File: src/rtl/sequence_player.sv
// LED sequencer playback engine: steps through pattern memory one address per
// div_clk edge and presents each step's pattern on led, one edge behind r_addr.
module sequence_player #(
    parameter int MEM_WIDTH  = 2,
    parameter int NUM_STEPS  = 8,
    parameter int ADDR_WIDTH = 3
) (
    input  logic                  div_clk,
    input  logic                  rst,
    input  logic                  en,
    input  logic                  loop,
    input  logic                  restart,
    input  logic [ADDR_WIDTH:0]   seq_len,
    output logic                  r_en,
    output logic [ADDR_WIDTH-1:0] r_addr,
    input  logic [MEM_WIDTH-1:0]  r_data,
    output logic [MEM_WIDTH-1:0]  led,
    output logic [ADDR_WIDTH-1:0] step_idx,
    output logic                  playing,
    output logic                  done,
    output logic                  wrapped
);

    typedef enum logic [1:0] {
        S_IDLE,
        S_RUN,
        S_PAUSE,
        S_DONE
    } state_e;

    localparam logic [ADDR_WIDTH:0] MAX_LEN = (ADDR_WIDTH + 1)'(NUM_STEPS);

    state_e                state_q, state_d;
    logic                  r_en_q, r_en_d;
    logic [ADDR_WIDTH-1:0] r_addr_q, r_addr_d;
    logic [MEM_WIDTH-1:0]  led_q, led_d;
    logic [ADDR_WIDTH-1:0] step_idx_q, step_idx_d;
    logic                  playing_q, playing_d;
    logic                  done_q, done_d;
    logic                  wrapped_q, wrapped_d;

    logic [ADDR_WIDTH:0]   len_c;
    logic [ADDR_WIDTH:0]   addr_inc;

    always_comb begin
        len_c    = (seq_len > MAX_LEN) ? MAX_LEN : seq_len;
        // One extra bit so the last-step compare cannot overflow at NUM_STEPS.
        addr_inc = {1'b0, r_addr_q} + (ADDR_WIDTH + 1)'(1);

        state_d    = state_q;
        r_en_d     = r_en_q;
        r_addr_d   = r_addr_q;
        led_d      = led_q;
        step_idx_d = step_idx_q;
        wrapped_d  = 1'b0;

        if (restart) begin
            state_d    = S_IDLE;
            led_d      = '0;
            r_en_d     = 1'b0;
            r_addr_d   = '0;
            step_idx_d = '0;
        end else if (len_c == '0) begin
            state_d = S_IDLE;
            led_d   = '0;
            r_en_d  = 1'b0;
        end else begin
            unique case (state_q)
                S_IDLE: begin
                    led_d = '0;
                    if (en) begin
                        r_addr_d = '0;
                        r_en_d   = 1'b1;
                        state_d  = S_RUN;
                    end
                end
                S_RUN: begin
                    if (en) begin
                        led_d      = r_data;
                        step_idx_d = r_addr_q;
                        if (addr_inc < len_c) begin
                            r_addr_d = addr_inc[ADDR_WIDTH-1:0];
                        end else if (loop) begin
                            r_addr_d  = '0;
                            wrapped_d = 1'b1;
                        end else begin
                            r_en_d  = 1'b0;
                            state_d = S_DONE;
                        end
                    end else begin
                        // r_addr is the fetch not yet shown; it is re-read on resume.
                        r_en_d  = 1'b0;
                        state_d = S_PAUSE;
                    end
                end
                S_PAUSE: begin
                    if (en) begin
                        r_en_d  = 1'b1;
                        state_d = S_RUN;
                    end
                end
                S_DONE: begin
                    if (!en) begin
                        led_d   = '0;
                        state_d = S_IDLE;
                    end
                end
                default: state_d = S_IDLE;
            endcase
        end

        playing_d = (state_d == S_RUN);
        done_d    = (state_d == S_DONE);
    end

    always_ff @(posedge div_clk or posedge rst) begin
        if (rst) begin
            state_q    <= S_IDLE;
            r_en_q     <= 1'b0;
            r_addr_q   <= '0;
            led_q      <= '0;
            step_idx_q <= '0;
            playing_q  <= 1'b0;
            done_q     <= 1'b0;
            wrapped_q  <= 1'b0;
        end else begin
            state_q    <= state_d;
            r_en_q     <= r_en_d;
            r_addr_q   <= r_addr_d;
            led_q      <= led_d;
            step_idx_q <= step_idx_d;
            playing_q  <= playing_d;
            done_q     <= done_d;
            wrapped_q  <= wrapped_d;
        end
    end

    assign r_en     = r_en_q;
    assign r_addr   = r_addr_q;
    assign led      = led_q;
    assign step_idx = step_idx_q;
    assign playing  = playing_q;
    assign done     = done_q;
    assign wrapped  = wrapped_q;

endmodule
File: config.mk
export PLATFORM = sky130hd
export DESIGN_NAME = sequence_player
export DESIGN_NICKNAME = d
export VERILOG_FILES = /design/src/rtl/sequence_player.sv
export SDC_FILE = /design/constraint.sdc
export NUM_CORES = 1
export LEC_CHECK = 0
export ABC_CLOCK_PERIOD_IN_PS = 2250
export CAP_MARGIN = 20
export CORE_ASPECT_RATIO = 0.6
export CORE_UTILIZATION = 30
export DETAILED_ROUTE_END_ITERATION = 7
export GPL_ROUTABILITY_DRIVEN = 0
export PLACE_DENSITY = 0.52
export SLEW_MARGIN = 30
export SYNTH_ARGS = -nofsm -noshare
export SYNTH_HDL_FRONTEND = slang
export SYNTH_SLANG_ARGS = --single-unit
export TNS_END_PERCENT = 100
File: constraint.sdc
create_clock -name div_clk -period 2.25 [get_ports div_clk]
set_clock_uncertainty 0.1 [all_clocks]
set_input_delay 0.3375 -clock div_clk [delete_from_list [all_inputs] [get_ports div_clk]]
set_output_delay 0.3375 -clock div_clk [all_outputs]
set_load 0.02 [all_outputs]
==> run_results.csv <==
group,metric,value,unit
run_status,status,"completed",
clock_tree,htree_levels,1,
synthesis,synth_seq_area_share,38.5,%
clock_tree,clk_path_buf_depth,2,
synthesis,synth_nets,111,
sta,slew_headroom,63.0,%
clock_tree,clkTransAtPathRegs,0.06,ns
synthesis,ys_ff_latch,14,
synthesis,yosysTopAreaCell,"dfrtp_1",
pwr,clkPwrFrac,33.8,%
clock_tree,cts_tree,"done",
floorplan,die_y,44.7,µm
synthesis,synth_cells,92,
worst_setup_path,worstPathRequired,2.28,ns
pwr,combPwrFrac,21.6,%
synthesis,synth_compound_area_share,15.9,%
synthesis,yosys_warnings,0,
sta,holdWs,0.347,ns
worst_setup_path,critPathKind,"flip-flop to flip-flop",
detailed_routing,firstDrtPassIters,4,
grt,globalRoute.totalOverflow,0,
run,maxCapViolCount,0,
pwr,power.density,460,nW/µm²
synthesis,synth-simple-area-share,23.2,%
worst_setup_path,worstPathMaxFanout,5,
floorplan,coreArea,2870,µm²
grt,grt_pass1_wl,3310,µm
layout,final_common_cell,"clkdlybuf4s50_1",
pwr,p_sw,154,µW
place,dp_hpwl,1670,µm
worst_setup_path,worstPathArrival,2.17,ns
layout,finish.utilization,45.2,%
pwr,vdd_drop_max,239,µV
layout,fillerInstances,280,
synthesis,synthDistinctLibCells,33,
detailed_routing,drt_iter0_drc,13,
synthesis,synth.avg_cell_area,9.90,µm²
synthesis,netlist_top_cells_area,"dfrtp_1 38%, ha_1 11%, mux2i_1 5.5%, nor2_1 4.9%, nand2_1 3.3%",
worst_setup_path,worst_setup_path_end_kind,"flip-flop",
pwr,p_int,443,µW
detailed_routing,vias_per_cell,4.60,
grt,grt_pass1_vias,685,
sta,slew_viol_final,0,
detailed_routing,vias,773,
grt,grt_max_degree,15,
floorplan,ioPinCount,23,
sta,fin_crit_sh,95.0,%
clock_tree,numClockSinks,14,
clock_tree,cts_made_buffers,3,
min_path,worstHoldPathType,"input port to async pin",
detailed_routing,ant_nets,0,
sta,max_freq,468,MHz
sta,hold_violations,0,
clock_tree,insertion_delay,0.24,ns
synthesis,synth_top_area_share,38.5,%
floorplan,die_w,73.1,µm
pwr,power,597,µW
pwr,swShare,25.9,%
detailed_routing,wl_per_cell,12.5,µm
pwr,leakagePower,0.603,nW
worst_setup_path,start_kind,"flip-flop",
detailed_routing,drt-total-wl,2110,µm
synthesis,syn-cell-area,911,µm²
place,place_ws,-0.0888,ns
floorplan,rows,15,
clock_tree,cts_root_buf,"clkbuf_8",
place,dpl.cell_count,164,
sta,layout_min_cycle_time,2.14,ns
detailed_routing,drcViolationCount,0,
grt,antenna_found_initial,0,
sta,setup_ws,0.112,ns
sta,rsz0062_at_grt,"false",
layout,final_cell_count_no_fill,168,
synthesis,synth-xor-area-share,0.962,%
synthesis,synth_fa_ha_area_share,11.0,%
floorplan,dieArea,3270,µm²
synthesis,synth_top_family_by_area,"simple AND/OR/NAND/NOR gates",
sta,setup_viol_count_final,0,
pwr,power_frac_seq,44.6,%
floorplan,initial_utilization,31.7,%
layout,antenna_cells,0,
layout,layout_common_cells,"22 x clkdlybuf4s50_1, 14 x dfrtp_1, 12 x nor2_1",
sta,worst_slew_pin_slew,0.555,ns
synthesis,muxShareOfSynthArea,6.73,%
layout,final_nets,147,
grt,grt_usage,13.9,%
layout,area_growth,42.6,%
layout,drive_gt1_share,19.0,%
place,port_buffers,22,
-- cells by family (layout without fill, tap and decap cells) --
group	after synthesis	count (layout)
and+or+nand+nor	37	37
AOI/OAI and AO/OA	19	19
buffers and inverters	7	41
muxes	6	6
DFF	14	14
xor gates and xnor gates	1	1
adders and majority gates	8	8
-- final timing paths --
path / end / slack (ns) / startpoint / cells after the start
worst max-delay path: playing / 0.11 / r_addr[1] / 8
worst min-delay path: step_idx[2] / 0.35 / rst / 2
worst max register to register: playing / 0.11 / r_addr[1] / 8
worst min register to register: led[0] / 0.42 / led[0] / 2
max in group asynchronous: r_addr[1] / 1.34 / rst / 2
min in group div_clk: led[0] / 0.42 / led[0] / 2
-- registers in the layout, indices dropped and copies added (netlist names) --
name      flops
state_q       2
led           2
step_idx      3
done          1
r_en          1
r_addr        3
playing       1
wrapped       1
-- power by group through the flow --
stage / clock network [mW] / registers (mW) / logic, mW
4_1_cts: 0.211 / 0.266 / 0.128
3_5_place_dp: 0 / 0.270 / 0.127
3_3_place_gp: 0 / 0.270 / 0.126
5_1_grt: 0.223 / 0.267 / 0.142
2_1_floorplan: 0 / 0.277 / 0.0620
6_report: 0.202 / 0.266 / 0.129
-- what timing repair did --
item / 4_1_cts / 5_1_grt
gates resized for setup: 0 / 2
buffers inserted: 0 / 1
hold buffers: 0 / 0
setup endpoints to repair: 0 / 3
-- critical path, stage by stage, from the launching register on --
cell and delay (ns):
dfrtp_1 0.39, buf_4 0.15, and3_1 0.18, ha_1 0.31, o211ai_1 0.13, o21ai_4 0.21, nand2b_2 0.11, a211o_1 0.28
and2_1 0.16
-- synthesized netlist by cell type --
cell type and count:
and3_1 2, buf_6 1, and4bb_4 1, nor4_4 1, nand2b_2 1, o21ai_0 4, xor2_1 1, ha_1 8
clkbuf_1 1, dfrtp_1 14, o41ai_2 1, a211oi_1 1, inv_1 5, and2_1 1, nand3b_1 2, a211o_1 1
and3_2 1, and2b_1 2, o21ai_4 1, nor4_1 1, nor2b_1 1, nand2_1 8, a311o_2 1, a21boi_0 2
nor3_1 3, a21oi_1 5, mux2i_1 5, o2bb2ai_1 1, nor2_1 12, nand2b_1 1, a22o_1 1, o211ai_1 1
mux2_2 1
-- per-stage QoR --
| step | setup TNS, ns | cell area [µm²] |
|---|---|---|
| finish | 0 | 1300 |
| global route | 0 | 1300 |
| CTS | 0 | 1280 |
| detailed placement | -0.203 | 1240 |
| global placement | -0.0551 | 1240 |
| floorplan | 0 | 911 |
-- final cells by class --
| cell class | instances | area (µm²) | share of cell area, % |
|---|---|---|---|
| Timing Repair Buffer | 33 | 303 | 23.3 |
| Clock buffer | 3 | 41.3 | 3.18 |
| Sequential cell | 14 | 350 | 27.0 |
| Tap cell | 42 | 52.6 | 4.05 |
| Multi-Input combinational cell | 71 | 533 | 41.0 |
| Inverter | 5 | 18.8 | 1.45 |
-- per-layer routing --
metal,track usage (%),share of wire [%],up-vias
met1,21.0,55,368
met5,0,0,-
met4,1.18,0,0
li1,-,-,393
met3,5.01,5.0,0
met2,19.1,40,12
Note: power is estimated with default switching activity, not from simulation.
